===== src/rtl/sync_fifo_param_if.sv =====
// Handshake bundle for sync_fifo_param.
// The producer/consumer side uses master; the FIFO uses slave.
interface sync_fifo_param_if #(
  parameter int DATA_W = 8,
  parameter int ADDR_W = 3
);
  logic              wr_en;
  logic [DATA_W-1:0] wr_data;
  logic              rd_en;
  logic              clr_err;
  logic [DATA_W-1:0] rd_data;
  logic              rd_valid;
  logic              full;
  logic              empty;
  logic              almost_full;
  logic              almost_empty;
  logic [ADDR_W:0]   count;
  logic              overflow;
  logic              underflow;

  modport master (
    output wr_en, wr_data, rd_en, clr_err,
    input  rd_data, rd_valid, full, empty,
    input  almost_full, almost_empty, count,
    input  overflow, underflow
  );

  modport slave (
    input  wr_en, wr_data, rd_en, clr_err,
    output rd_data, rd_valid, full, empty,
    output almost_full, almost_empty, count,
    output overflow, underflow
  );
endinterface


===== src/rtl/sync_fifo_param.sv =====
// Single-clock parametrised FIFO with thresholds and sticky error flags.
// Define SYNC_FIFO_FWFT_EN for first-word-fall-through reads.
module sync_fifo_param #(
  parameter int DATA_W   = 8,
  parameter int ADDR_W   = 3,
  parameter int AF_LEVEL = 6,
  parameter int AE_LEVEL = 2
) (
  input  logic clk,
  input  logic rst,
  sync_fifo_param_if.slave io_bus
);
  localparam int DEPTH = 1 << ADDR_W;
  localparam logic [ADDR_W:0] LP_DEPTH = (ADDR_W+1)'(DEPTH);
  localparam logic [ADDR_W:0] LP_AF    = (ADDR_W+1)'(AF_LEVEL);
  localparam logic [ADDR_W:0] LP_AE    = (ADDR_W+1)'(AE_LEVEL);
  localparam logic [ADDR_W:0] LP_ONE   = (ADDR_W+1)'(1);
  localparam logic [ADDR_W-1:0] LP_PINC = ADDR_W'(1);

  logic [DATA_W-1:0] r_mem [DEPTH];
  logic [ADDR_W-1:0] r_wr_ptr;
  logic [ADDR_W-1:0] r_rd_ptr;
  logic [ADDR_W:0]   r_count;
  logic              r_ovf;
  logic              r_udf;

  logic w_full;
  logic w_empty;
  logic w_wr_acc;
  logic w_rd_acc;

  assign w_full   = (r_count == LP_DEPTH);
  assign w_empty  = (r_count == '0);
  assign w_rd_acc = io_bus.rd_en & ~w_empty;
  assign w_wr_acc = io_bus.wr_en & (~w_full | w_rd_acc);

  // Storage is deliberately left out of reset.
  always_ff @(posedge clk) begin
    if (w_wr_acc)
      r_mem[r_wr_ptr] <= io_bus.wr_data;
  end

  always_ff @(posedge clk or posedge rst) begin
    if (rst) begin
      r_wr_ptr <= '0;
      r_rd_ptr <= '0;
    end else begin
      if (w_wr_acc)
        r_wr_ptr <= r_wr_ptr + LP_PINC;
      if (w_rd_acc)
        r_rd_ptr <= r_rd_ptr + LP_PINC;
    end
  end

  always_ff @(posedge clk or posedge rst) begin
    if (rst) begin
      r_count <= '0;
    end else begin
      unique case (1'b1)
        (w_wr_acc & ~w_rd_acc): r_count <= r_count + LP_ONE;
        (w_rd_acc & ~w_wr_acc): r_count <= r_count - LP_ONE;
        default:                r_count <= r_count;
      endcase
    end
  end

  // clr_err wins over a same-cycle error.
  always_ff @(posedge clk or posedge rst) begin
    if (rst) begin
      r_ovf <= 1'b0;
      r_udf <= 1'b0;
    end else if (io_bus.clr_err) begin
      r_ovf <= 1'b0;
      r_udf <= 1'b0;
    end else begin
      if (io_bus.wr_en & ~w_wr_acc)
        r_ovf <= 1'b1;
      if (io_bus.rd_en & w_empty)
        r_udf <= 1'b1;
    end
  end

`ifdef SYNC_FIFO_FWFT_EN
  assign io_bus.rd_data  = r_mem[r_rd_ptr];
  assign io_bus.rd_valid = ~w_empty;
`else
  logic [DATA_W-1:0] r_rd_data;
  logic              r_rd_valid;

  always_ff @(posedge clk or posedge rst) begin
    if (rst) begin
      r_rd_data  <= '0;
      r_rd_valid <= 1'b0;
    end else begin
      r_rd_valid <= w_rd_acc;
      if (w_rd_acc)
        r_rd_data <= r_mem[r_rd_ptr];
    end
  end

  assign io_bus.rd_data  = r_rd_data;
  assign io_bus.rd_valid = r_rd_valid;
`endif

  assign io_bus.full         = w_full;
  assign io_bus.empty        = w_empty;
  assign io_bus.almost_full  = (r_count >= LP_AF);
  assign io_bus.almost_empty = (r_count <= LP_AE);
  assign io_bus.count        = r_count;
  assign io_bus.overflow     = r_ovf;
  assign io_bus.underflow    = r_udf;
endmodule


===== src/flat_wrapper.sv =====
// flat-port wrapper written by rule: the top's interface ports become plain ports
module sync_fifo_param_flat 
#(
  parameter int DATA_W   = 8,
  parameter int ADDR_W   = 3,
  parameter int AF_LEVEL = 6,
  parameter int AE_LEVEL = 2
)
  (clk, rst, io_bus_wr_en, io_bus_wr_data, io_bus_rd_en, io_bus_clr_err, io_bus_rd_data, io_bus_rd_valid, io_bus_full, io_bus_empty, io_bus_almost_full, io_bus_almost_empty, io_bus_count, io_bus_overflow, io_bus_underflow);
  sync_fifo_param_if #(.DATA_W(DATA_W), .ADDR_W(ADDR_W)) io_bus_i ();
  input  logic clk;
  input  logic rst;
  input wire logic [$bits(io_bus_i.wr_en)-1:0] io_bus_wr_en;
  input wire logic [$bits(io_bus_i.wr_data)-1:0] io_bus_wr_data;
  input wire logic [$bits(io_bus_i.rd_en)-1:0] io_bus_rd_en;
  input wire logic [$bits(io_bus_i.clr_err)-1:0] io_bus_clr_err;
  output wire logic [$bits(io_bus_i.rd_data)-1:0] io_bus_rd_data;
  output wire logic [$bits(io_bus_i.rd_valid)-1:0] io_bus_rd_valid;
  output wire logic [$bits(io_bus_i.full)-1:0] io_bus_full;
  output wire logic [$bits(io_bus_i.empty)-1:0] io_bus_empty;
  output wire logic [$bits(io_bus_i.almost_full)-1:0] io_bus_almost_full;
  output wire logic [$bits(io_bus_i.almost_empty)-1:0] io_bus_almost_empty;
  output wire logic [$bits(io_bus_i.count)-1:0] io_bus_count;
  output wire logic [$bits(io_bus_i.overflow)-1:0] io_bus_overflow;
  output wire logic [$bits(io_bus_i.underflow)-1:0] io_bus_underflow;
  assign io_bus_i.wr_en = io_bus_wr_en;
  assign io_bus_i.wr_data = io_bus_wr_data;
  assign io_bus_i.rd_en = io_bus_rd_en;
  assign io_bus_i.clr_err = io_bus_clr_err;
  assign io_bus_rd_data = io_bus_i.rd_data;
  assign io_bus_rd_valid = io_bus_i.rd_valid;
  assign io_bus_full = io_bus_i.full;
  assign io_bus_empty = io_bus_i.empty;
  assign io_bus_almost_full = io_bus_i.almost_full;
  assign io_bus_almost_empty = io_bus_i.almost_empty;
  assign io_bus_count = io_bus_i.count;
  assign io_bus_overflow = io_bus_i.overflow;
  assign io_bus_underflow = io_bus_i.underflow;
  sync_fifo_param #(.DATA_W(DATA_W), .ADDR_W(ADDR_W), .AF_LEVEL(AF_LEVEL), .AE_LEVEL(AE_LEVEL)) u_core (.clk(clk), .rst(rst), .io_bus(io_bus_i));
endmodule

===== config.mk =====
export PLATFORM = sky130hd
export DESIGN_NAME = sync_fifo_param_flat
export DESIGN_NICKNAME = d
export VERILOG_FILES = /design/src/rtl/sync_fifo_param_if.sv /design/src/rtl/sync_fifo_param.sv /design/src/flat_wrapper.sv
export SDC_FILE = /design/constraint.sdc
export NUM_CORES = 1
export LEC_CHECK = 0
export ABC_AREA = 0
export BUFFER_PORTS_ARGS = -buffer_cell sky130_fd_sc_hd__buf_2
export CORE_ASPECT_RATIO = 2
export CORE_UTILIZATION = 23
export CTS_CLUSTER_DIAMETER = 40
export DETAILED_ROUTE_END_ITERATION = 8
export PLACE_DENSITY = 0.41
export SYNTH_ARGS = -nofsm -noshare
export SYNTH_HDL_FRONTEND = slang
export SYNTH_SLANG_ARGS = --single-unit

===== constraint.sdc =====
create_clock -name clk -period 3.5 [get_ports clk]
set_input_delay 0.35 -clock clk [delete_from_list [all_inputs] [get_ports clk]]
set_output_delay 0.35 -clock clk [all_outputs]
set_load 0.1 [all_outputs]

==> results_dict.tcl <==
set metrics [dict create \
    met1_usage 0.102 \
    reg2reg_to "u_core.io_bus.count[3]" \
    report.final.slew_viol_count 0 \
    r2r_cells 10 \
    fin_area_um2 4260 \
    relSlewSlack 0.432 \
    viasPerCell 4.15 \
    globalRouteOverflowTotal 0 \
    yosysTopAreaCell "edfxtp_1" \
    rsz0062_at_grt "no" \
    synthArstFlopShare 0.247 \
    cp_max_fo 9 \
    gp_congestion 0.718 \
    grt_antenna_before_repair 0 \
    synth_seq_cells 85 \
    r2r_start "u_core.io_bus.count[0]" \
    nNetsFinal 294 \
    start_util 0.234 \
    tns_ps 0 \
    place_area_um2 3960 \
    syn_to_final_growth_pct 19.6 \
    fin_ws_ps 783 \
    syn_area_per_cell_um2 15.2 \
    rrSetupSlack_ps 780 \
    clock_skew_ps 4.98 \
    grt.busiest_layer "met2" \
    synth_edf_count 64 \
    vdd_ir_drop_max_uv 246 \
    synth_area_um2 3560 \
    placed_cells 463 \
    die_w_um 90.0 \
    antenna_left 0 \
    cts_inserted_buffers 9 \
    outcome "complete, no violations" \
    crit_type "reg -> reg" \
    cts_setup_buffers 0 \
    fp.dieH_um 178 \
    hold_viol_final 0 \
    drive_gt1_frac 0.295 \
    grt_util_met2 0.199 \
    p_leak_nw 1.62 \
    num_rows 64 \
    finalWorstPathRequiredPeriod_ps 2720 \
    io_pins 32 \
    avgRoutedWirePerCell_um 16.2 \
    track_usage 0.103 \
    vias 1986 \
    crit_arrival_ps 2990 \
    portBuffers 31 \
    seq_area_frac_synth 0.687 \
    cp.required_ps 3780 \
    period_share 0.776 \
    root_buffer "clkbuf_16" \
    hold_buffers 0 \
    clkTransAtPathRegs_ps 60 \
    hpwlAfterDp_um 5390 \
    clock_sinks 85 \
    synth_top_area_frac 0.539 \
    synth_ff_type "edfxtp_1" \
    p_per_area_nw_per_um2 978 \
    clk_latency_ps 340 \
    synthCells 235 \
    coreArea_um2 15200 \
    drtIter0Drc 48 \
    setup_viol 0 \
    crit_start "u_core.io_bus.count[0]" \
    met3_usage 0.0188 \
    die_area_um2 16000 \
    firstDrtPassIters 4 \
    drc 0 \
    fin_util 0.280 \
    yosysMostFrequentCell "edfxtp_1" \
    antenna_cells 0 \
    ys_warn_count 0 \
    drt-total-wl_um 7740 \
    grt_pass1_wl_um 12000 \
    fmax_ghz 0.368 \
    tightest_slew_ps 852 \
    clockBufferDepth 2 \
    dp_worst_setup_slack_ps 783 \
    ys_top_cells_by_area "edfxtp_1 (54%), dfrtp_1 (15%), mux2_2 (5.7%)" \
    h-tree-depth 3 \
    cts.repair.resized 0 \
    syn_nets 253 \
    netlist-cell-type-count 37 \
    drv_cap 0 \
    hold_class "in -> async" \
    cts_tree "done" \
    grt_pass1_vias 2091 \
    setup.worst_path.start_class "flop" \
    fin_cells 479 \
    end_kind "flop" \
    synth_commonest_cells "edfxtp_1 (64), nand2_1 (24), dfrtp_1 (21), mux2_2 (18), mux2i_1 (17)" \
    grt_max_degree 35 \
]
[worst max-delay path: stages (launching register included)]
cell      delay (ps)
dfrtp_1          430
or3_1            590
o21ai_4          210
inv_2             80
nand2b_1         110
inv_1             70
ha_1             310
or2_2            280
a21oi_1          160
mux2_2           350
nand3_1           60
[registers in the layout, indices dropped and copies added, names as in the netlist]
signal / flops
u_core.io_bus.underflow: 1
u_core.r_wr_ptr: 3
u_core.r_mem: 64
u_core.r_rd_ptr: 3
u_core.io_bus.count: 4
u_core.io_bus.overflow: 1
u_core.io_bus.rd_valid: 1
u_core.io_bus.rd_data: 8
[per-layer routing]
layer | vias to the layer above | routed length (µm)
li1 | 958 | -
met4 | 0 | 203
met1 | 982 | 2870
met5 | - | 0
met2 | 32 | 4470
met3 | 14 | 197
[cells in the final DEF, fill, tap and decap left out, types with 2 or more instances in the layout]
| master | count |
|---|---|
| inv_6 | 2 |
| o21ai_0 | 8 |
| a21oi_1 | 2 |
| xnor2_1 | 5 |
| a221o_1 | 8 |
| mux2i_1 | 17 |
| mux2_2 | 18 |
| buf_2 | 31 |
| nand2b_1 | 6 |
| dfrtp_1 | 21 |
| ha_1 | 4 |
| clkbuf_16 | 9 |
| nor2_1 | 11 |
| inv_1 | 6 |
| nor3_1 | 2 |
| edfxtp_1 | 64 |
| nand2_1 | 24 |
| o22ai_1 | 8 |
| o21a_1 | 2 |
| clkinv_4 | 2 |
| nand3_1 | 2 |
| buf_4 | 10 |
[area by class of cell]
cell class,count,area (µm²)
multi-input cells,132,1010
clock buffers,9,225
well taps,198,248
flip-flops and latches,85,2450
clock inverters,7,73.8
repair buffers,41,230
fillers,1599,11000
inverters,7,26.3
[metrics by stage]
stage | power (W) | hold WS, ps
5_1_grt | 0.00438 | 174
4_1_cts | 0.00423 | 159
2_1_floorplan | 0.00291 | 327
3_5_place_dp | 0.00326 | 475
3_3_place_gp | 0.00326 | 466
6_report | 0.00417 | 171
[how the worst max path moves through the flow]
stage,end,slack (ps),depth (start not counted)
2_1_floorplan,u_core.io_bus.overflow,390,5
4_1_cts,u_core.io_bus.count[3],760,10
3_5_place_dp,u_core.io_bus.count[3],780,10
3_3_place_gp,u_core.io_bus.count[3],820,10
5_1_grt,u_core.io_bus.count[3],610,10
6_report,u_core.io_bus.count[3],780,10
[kinds of logic after synthesis]
group / synth area share
flip-flops: 0.687
AND/OR/NAND/NOR: 0.0618
multiplexers: 0.109
AO/OA/AOI/OAI: 0.0776
buffers and inverters: 0.0305
XOR/XNOR: 0.0147
adder cells (fa/ha/maj): 0.0197
[report_power, final]
part / internal (W) / leakage [nW] / switching (W) / total [W]
clock: 0.000557 / 0.148 / 0.000402 / 0.000958
combinational: 0.000498 / 0.637 / 0.00129 / 0.00179
sequential: 0.00130 / 0.836 / 0.000131 / 0.00143
total: 0.00235 / 1.62 / 0.00182 / 0.00417
(Power assumes the default switching activity.)
